**src/rtl/apb4_cmd_master_if.sv**
```systemverilog
// Bundle of the local command/response port and the APB4 bus.
// The master modport is the requester's view; slave is the environment's.
interface apb4_cmd_master_if #(
  parameter int ADDRWIDTH = 12,
  parameter int DATAWIDTH = 32
);
  // command port
  logic                 cmd_valid;
  logic                 cmd_ready;
  logic                 cmd_write;
  logic [ADDRWIDTH-1:0] cmd_addr;
  logic [DATAWIDTH-1:0] cmd_wdata;
  logic [3:0]           cmd_strb;
  logic [2:0]           cmd_prot;
  // response port
  logic                 rsp_valid;
  logic                 rsp_ready;
  logic [DATAWIDTH-1:0] rsp_rdata;
  logic                 rsp_err;
  logic                 rsp_timeout;
  // APB4 bus
  logic                 psel;
  logic                 penable;
  logic                 pwrite;
  logic [ADDRWIDTH-1:0] paddr;
  logic [DATAWIDTH-1:0] pwdata;
  logic [3:0]           pstrb;
  logic [2:0]           pprot;
  logic [DATAWIDTH-1:0] prdata;
  logic                 pready;
  logic                 pslverr;

  modport master (
    input  cmd_valid, cmd_write, cmd_addr, cmd_wdata, cmd_strb, cmd_prot,
    input  rsp_ready, prdata, pready, pslverr,
    output cmd_ready, rsp_valid, rsp_rdata, rsp_err, rsp_timeout,
    output psel, penable, pwrite, paddr, pwdata, pstrb, pprot
  );

  modport slave (
    output cmd_valid, cmd_write, cmd_addr, cmd_wdata, cmd_strb, cmd_prot,
    output rsp_ready, prdata, pready, pslverr,
    input  cmd_ready, rsp_valid, rsp_rdata, rsp_err, rsp_timeout,
    input  psel, penable, pwrite, paddr, pwdata, pstrb, pprot
  );
endinterface

```
**src/rtl/apb4_cmd_master.sv**
```systemverilog
// Single-outstanding APB4 requester: one command in, one SETUP/ACCESS
// transfer out, one response held until consumed. An ACCESS watchdog
// aborts transfers whose slave never raises pready.
module apb4_cmd_master #(
  parameter int ADDRWIDTH = 12,
  parameter int DATAWIDTH = 32,
  parameter int TIMEOUT   = 256
) (
  input  logic               pclk,
  input  logic               preset,
  apb4_cmd_master_if.master  bus
);

  // Counter is kept at least one bit wide so TIMEOUT=0 still elaborates.
  localparam int CW    = (TIMEOUT == 0) ? 1 : $clog2(TIMEOUT + 1);
  localparam int TLAST = (TIMEOUT == 0) ? 0 : TIMEOUT - 1;

  typedef enum logic [1:0] {
    IDLE   = 2'd0,
    SETUP  = 2'd1,
    ACCESS = 2'd2,
    RESP   = 2'd3
  } state_t;

  state_t               state_q,  state_d;
  logic [CW-1:0]        cnt_q,    cnt_d;
  logic                 pwrite_q, pwrite_d;
  logic [ADDRWIDTH-1:0] paddr_q,  paddr_d;
  logic [DATAWIDTH-1:0] pwdata_q, pwdata_d;
  logic [3:0]           pstrb_q,  pstrb_d;
  logic [2:0]           pprot_q,  pprot_d;
  logic [DATAWIDTH-1:0] rdata_q,  rdata_d;
  logic                 err_q,    err_d;
  logic                 tmo_q,    tmo_d;

  // State register and captured bus/response fields.
  always_ff @(posedge pclk) begin
    if (preset) begin
      state_q  <= IDLE;
      cnt_q    <= '0;
      pwrite_q <= 1'b0;
      paddr_q  <= '0;
      pwdata_q <= '0;
      pstrb_q  <= '0;
      pprot_q  <= '0;
      rdata_q  <= '0;
      err_q    <= 1'b0;
      tmo_q    <= 1'b0;
    end else begin
      state_q  <= state_d;
      cnt_q    <= cnt_d;
      pwrite_q <= pwrite_d;
      paddr_q  <= paddr_d;
      pwdata_q <= pwdata_d;
      pstrb_q  <= pstrb_d;
      pprot_q  <= pprot_d;
      rdata_q  <= rdata_d;
      err_q    <= err_d;
      tmo_q    <= tmo_d;
    end
  end

  // Next-state, capture and watchdog logic.
  always_comb begin
    state_d  = state_q;
    cnt_d    = cnt_q;
    pwrite_d = pwrite_q;
    paddr_d  = paddr_q;
    pwdata_d = pwdata_q;
    pstrb_d  = pstrb_q;
    pprot_d  = pprot_q;
    rdata_d  = rdata_q;
    err_d    = err_q;
    tmo_d    = tmo_q;

    case (state_q)
      IDLE: begin
        if (bus.cmd_valid) begin
          pwrite_d = bus.cmd_write;
          paddr_d  = bus.cmd_addr;
          pwdata_d = bus.cmd_wdata;
          // Reads never carry strobes on the bus.
          pstrb_d  = bus.cmd_write ? bus.cmd_strb : 4'b0000;
          pprot_d  = bus.cmd_prot;
          cnt_d    = '0;
          state_d  = SETUP;
        end
      end
      SETUP: begin
        state_d = ACCESS;
      end
      ACCESS: begin
        // pready is checked first so it wins over a same-cycle timeout.
        if (bus.pready) begin
          rdata_d = bus.pwrite ? '0 : bus.prdata;
          err_d   = bus.pslverr;
          tmo_d   = 1'b0;
          state_d = RESP;
        end else begin
          cnt_d = cnt_q + CW'(1);
          if ((TIMEOUT != 0) && (cnt_q == CW'(TLAST))) begin
            rdata_d = '0;
            err_d   = 1'b1;
            tmo_d   = 1'b1;
            state_d = RESP;
          end
        end
      end
      RESP: begin
        if (bus.rsp_ready) begin
          state_d = IDLE;
        end
      end
      default: state_d = IDLE;
    endcase
  end

  assign bus.cmd_ready   = (state_q == IDLE);
  assign bus.psel        = (state_q == SETUP) || (state_q == ACCESS);
  assign bus.penable     = (state_q == ACCESS);
  assign bus.pwrite      = pwrite_q;
  assign bus.paddr       = paddr_q;
  assign bus.pwdata      = pwdata_q;
  assign bus.pstrb       = pstrb_q;
  assign bus.pprot       = pprot_q;
  assign bus.rsp_valid   = (state_q == RESP);
  assign bus.rsp_rdata   = rdata_q;
  assign bus.rsp_err     = err_q;
  assign bus.rsp_timeout = tmo_q;

endmodule

```
**src/flat_wrapper.sv**
```systemverilog
// flat-port wrapper written by rule: the top's interface ports become plain ports
module apb4_cmd_master_flat 
#(
  parameter int ADDRWIDTH = 12,
  parameter int DATAWIDTH = 32,
  parameter int TIMEOUT   = 256
)
  (pclk, preset, bus_cmd_valid, bus_cmd_write, bus_cmd_addr, bus_cmd_wdata, bus_cmd_strb, bus_cmd_prot, bus_rsp_ready, bus_prdata, bus_pready, bus_pslverr, bus_cmd_ready, bus_rsp_valid, bus_rsp_rdata, bus_rsp_err, bus_rsp_timeout, bus_psel, bus_penable, bus_pwrite, bus_paddr, bus_pwdata, bus_pstrb, bus_pprot);
  apb4_cmd_master_if #(.ADDRWIDTH(ADDRWIDTH), .DATAWIDTH(DATAWIDTH)) bus_i ();
  input  logic pclk;
  input  logic preset;
  input wire logic [$bits(bus_i.cmd_valid)-1:0] bus_cmd_valid;
  input wire logic [$bits(bus_i.cmd_write)-1:0] bus_cmd_write;
  input wire logic [$bits(bus_i.cmd_addr)-1:0] bus_cmd_addr;
  input wire logic [$bits(bus_i.cmd_wdata)-1:0] bus_cmd_wdata;
  input wire logic [$bits(bus_i.cmd_strb)-1:0] bus_cmd_strb;
  input wire logic [$bits(bus_i.cmd_prot)-1:0] bus_cmd_prot;
  input wire logic [$bits(bus_i.rsp_ready)-1:0] bus_rsp_ready;
  input wire logic [$bits(bus_i.prdata)-1:0] bus_prdata;
  input wire logic [$bits(bus_i.pready)-1:0] bus_pready;
  input wire logic [$bits(bus_i.pslverr)-1:0] bus_pslverr;
  output wire logic [$bits(bus_i.cmd_ready)-1:0] bus_cmd_ready;
  output wire logic [$bits(bus_i.rsp_valid)-1:0] bus_rsp_valid;
  output wire logic [$bits(bus_i.rsp_rdata)-1:0] bus_rsp_rdata;
  output wire logic [$bits(bus_i.rsp_err)-1:0] bus_rsp_err;
  output wire logic [$bits(bus_i.rsp_timeout)-1:0] bus_rsp_timeout;
  output wire logic [$bits(bus_i.psel)-1:0] bus_psel;
  output wire logic [$bits(bus_i.penable)-1:0] bus_penable;
  output wire logic [$bits(bus_i.pwrite)-1:0] bus_pwrite;
  output wire logic [$bits(bus_i.paddr)-1:0] bus_paddr;
  output wire logic [$bits(bus_i.pwdata)-1:0] bus_pwdata;
  output wire logic [$bits(bus_i.pstrb)-1:0] bus_pstrb;
  output wire logic [$bits(bus_i.pprot)-1:0] bus_pprot;
  assign bus_i.cmd_valid = bus_cmd_valid;
  assign bus_i.cmd_write = bus_cmd_write;
  assign bus_i.cmd_addr = bus_cmd_addr;
  assign bus_i.cmd_wdata = bus_cmd_wdata;
  assign bus_i.cmd_strb = bus_cmd_strb;
  assign bus_i.cmd_prot = bus_cmd_prot;
  assign bus_i.rsp_ready = bus_rsp_ready;
  assign bus_i.prdata = bus_prdata;
  assign bus_i.pready = bus_pready;
  assign bus_i.pslverr = bus_pslverr;
  assign bus_cmd_ready = bus_i.cmd_ready;
  assign bus_rsp_valid = bus_i.rsp_valid;
  assign bus_rsp_rdata = bus_i.rsp_rdata;
  assign bus_rsp_err = bus_i.rsp_err;
  assign bus_rsp_timeout = bus_i.rsp_timeout;
  assign bus_psel = bus_i.psel;
  assign bus_penable = bus_i.penable;
  assign bus_pwrite = bus_i.pwrite;
  assign bus_paddr = bus_i.paddr;
  assign bus_pwdata = bus_i.pwdata;
  assign bus_pstrb = bus_i.pstrb;
  assign bus_pprot = bus_i.pprot;
  apb4_cmd_master #(.ADDRWIDTH(ADDRWIDTH), .DATAWIDTH(DATAWIDTH), .TIMEOUT(TIMEOUT)) u_core (.pclk(pclk), .preset(preset), .bus(bus_i));
endmodule
```
**config.mk**
```make
export PLATFORM = sky130hd
export DESIGN_NAME = apb4_cmd_master_flat
export DESIGN_NICKNAME = d
export VERILOG_FILES = /design/src/rtl/apb4_cmd_master_if.sv /design/src/rtl/apb4_cmd_master.sv /design/src/flat_wrapper.sv
export SDC_FILE = /design/constraint.sdc
export NUM_CORES = 1
export LEC_CHECK = 0
export CAP_MARGIN = 10
export CORE_UTILIZATION = 39
export CTS_CLUSTER_DIAMETER = 50
export DETAILED_ROUTE_END_ITERATION = 16
export HOLD_SLACK_MARGIN = 0.1
export PLACE_DENSITY = 0.79
export SLEW_MARGIN = 20
export SYNTH_ARGS = -nofsm -noshare
export SYNTH_HDL_FRONTEND = slang
export SYNTH_SLANG_ARGS = --single-unit
```
**constraint.sdc**
```tcl
create_clock -name pclk -period 2.3 [get_ports pclk]
set_input_delay 0.23 -clock pclk [delete_from_list [all_inputs] [get_ports pclk]]
set_output_delay 0.23 -clock pclk [all_outputs]
set_load 0.02 [all_outputs]
```
==> run_results.csv <==
group,metric,value,unit
outcome,status,"complete, no violations",
critical_path,worstReg2RegStart,"u_core.state_q[0]",
clock_tree,clock_sink_count,97,
floorplanning,die_h,96.4,um
clock_tree,cts_made_buffers,9,
global_routing,antenna_found_initial,0,
sta,finalCritPeriodShare,87.0,%
logic_synthesis,synth_flop_cell,"dfxtp_1",
clock_tree,cts_tree,"yes",
logic_synthesis,yosysMostFrequentCell,"nand2_1",
sta,holdWs,374,ps
logic_synthesis,synthCells,409,
floorplanning,io_pins,180,
logic_synthesis,syn-cell-area,3470,sq um
clock_tree,cts_root_buf,"clkbuf_8",
logic_synthesis,synth_commonest_cells,"104 x nand2_1, 97 x dfxtp_1, 57 x a21oi_1, 43 x nor2_1, 34 x a22oi_1",
floorplanning,fp.dieW,96.4,um
critical_path,critPathArrivalTime,1770,ps
critical_path,setup.worst_path.end_class,"primary output",
hold_path,worstHoldEndpoint,"u_core.bus.rsp_rdata[9]",
clock_tree,holdBufCountCts,0,
cells_and_area,fin_util,64.1,%
power_and_ir_drop,leakage,2.02,nW
drt,firstDrtPassIters,4,
hold_path,whs_path_depth,2,
critical_path,r2r_slack,480,ps
logic_synthesis,syn-num-nets,505,
clock_tree,post_cts_buffers,0,
logic_synthesis,yosysTopAreaCell,"dfxtp_1",
logic_synthesis,yosysWarnings,0,
floorplanning,dieArea,9290,sq um
drt,routed_wl,9.86,mm
global_routing,grtUsageMet3,7.67,%
hold_path,hold_path_class,"in2reg",
placed_design,io_buffers,179,
global_routing,grt_pass1_wl,14.7,mm
logic_synthesis,async_reset_ff_share,0,%
global_routing,grt_start_max_net_pins,36,
logic_synthesis,yosysSeqAreaShare,55.9,%
logic_synthesis,synth_cell_types,30,
critical_path,r2r_cells,6,
sta,tightest_slew,665,ps
cells_and_area,final_nets,676,
logic_synthesis,synth_top_area_share,55.9,%
power_and_ir_drop,power.density,840,nW/um^2
cells_and_area,insertedDiodeCount,0,
placed_design,dp_hpwl,7.03,mm
cells_and_area,final_cell_area,5560,sq um
floorplanning,rows,34,
logic_synthesis,synth_area_leaders,"dfxtp_1 56%, nand2_1 11%, a21oi_1 8.2%",
logic_synthesis,synth_enable_flop_cells,0,
critical_path,r2r-end,"u_core.cnt_q[5]",
sta,clock.fmax,0.500,GHz
sta,setup_tns,0,ps
sta,fin_crit,2000,ps
global_routing,grt.total_usage,20.4,%
sta,relSlewSlack,55.5,%
clock_tree,path_clk_slew,90,ps
logic_synthesis,syn_area_per_cell,8.50,sq um
global_routing,grt_pass1_vias,3206,
cells_and_area,area_growth,60.1,%
global_routing,overflow,0,
clock_tree,clk_latency,350,ps
sta,setup_viol,0,
global_routing,grtUsageMet1,23.6,%
power_and_ir_drop,vdd_ir_drop_max,0.374,mV
hold_path,min_from,"preset",
drt,vias_per_cell,5.02,
critical_path,path_max_fanout,8,
drt,drt-initial-drc-count,116,
sta,clock_skew,7.52,ps
drt,ant_nets,0,
clock_tree,clk_path_buf_depth,2,
drt,avgRoutedWirePerCell,14.2,um
placed_design,gp_congestion,0.796,
placed_design,dpl_cell_area,5380,sq um
critical_path,required,2070,ps
clock_tree,htreeDepth,3,
critical_path,critPathLaunchType,"flop",
logic_synthesis,ys_ff_latch,97,
drt,drc,0,
drt,vias,3476,
critical_path,worstSetupPathType,"reg2out",
floorplanning,core,8680,sq um
global_routing,busiest_layer,"met2",
cells_and_area,layout-drive-gt1-share,5.30,%
clock_tree,cts_resized,0,
floorplanning,initial_core_util,40.0,%
sta,hold_violations,0,
global_routing,use_met2,34.6,%
sta,rsz0062_at_grt,"no",
job,drv_cap,0,
sta,drv_slew,0,
[cell families after synthesis]
family	synth area share (%)
compound gates	17.3
mux	0.576
xor+xnor	0.504
fa+ha+maj	2.16
buf+inv	3.67
flops	55.9
simple gates	19.9
[power breakdown]
group	total, W	internal [W]	switching, W
registers	0.00200	0.00189	0.000113
logic	0.00167	0.000763	0.000909
clock network	0.00101	0.000425	0.000581
[registers in the layout (all words and copies together) (netlist names)]
| register | count |
|---|---|
| u_core.bus.paddr | 12 |
| u_core.bus.pprot | 3 |
| u_core.bus.pstrb | 4 |
| u_core.bus.pwdata | 32 |
| u_core.bus.pwrite | 1 |
| u_core.bus.rsp_err | 1 |
| u_core.bus.rsp_rdata | 32 |
| u_core.bus.rsp_timeout | 1 |
| u_core.cnt_q | 9 |
| u_core.state_q | 2 |
[layout make-up]
cell class / count / area (sq um)
sequential: 97 / 1940
tap: 108 / 135
fill: 754 / 3110
timing repair buffer: 187 / 1870
multi-input combinational: 280 / 1420
inverter: 5 / 18.8
clock inverter: 6 / 43.8
clock buffer: 10 / 138
[critical path, stage by stage (launching register included)]
cell             delay [ps]
dfxtp_1                 340
inv_1                   100
ha_1                    320
clkdlybuf4s50_1         660
[worst max path at each step]
stage / start / end / cells after the start
floorplan: u_core.state_q[0] / u_core.cnt_q[6] / 6
global placement: bus_pready / u_core.bus.rsp_rdata[1] / 6
detailed placement: u_core.state_q[0] / u_core.bus.pwdata[5] / 6
CTS: u_core.state_q[0] / bus_penable / 3
global route: u_core.state_q[0] / bus_penable / 3
finish: u_core.state_q[0] / bus_penable / 3
[placed cells by master (no fill, tap or decap), types with 2 or more instances in the layout]
cell type and n:
clkbuf_8 10, nand2_1 103, or3_1 3, ha_1 6, buf_12 2, dfxtp_1 97, a21oi_1 57, nand3_1 7
clkinv_2 2, inv_1 5, nand4_1 3, o21ai_0 3, clkinv_4 3, mux2i_1 2, clkdlybuf4s50_1 178, nor2_1 42
xor2_1 2, a211oi_1 2, buf_4 6, a22oi_1 34, nand2b_1 2
[routing by layer]
| metal | part of all wire [%] | routed length [um] | vias to the layer above |
|---|---|---|---|
| li1 | - | - | 1715 |
| met1 | 41 | 4030 | 1613 |
| met2 | 48 | 4710 | 135 |
| met3 | 9.9 | 979 | 13 |
| met4 | 1.4 | 140 | 0 |
| met5 | 0 | 0 | - |
[through the flow]
step / total power [W] / setup slack, ps / cells
2_1_floorplan: 0.00294 / 628 / 409
3_3_place_gp: 0.00367 / 541 / 677
3_5_place_dp: 0.00372 / 483 / 677
4_1_cts: 0.00473 / 278 / 693
5_1_grt: 0.00496 / 191 / 693
6_report: 0.00468 / 298 / 693
Note: power is estimated with default switching activity, not from simulation.
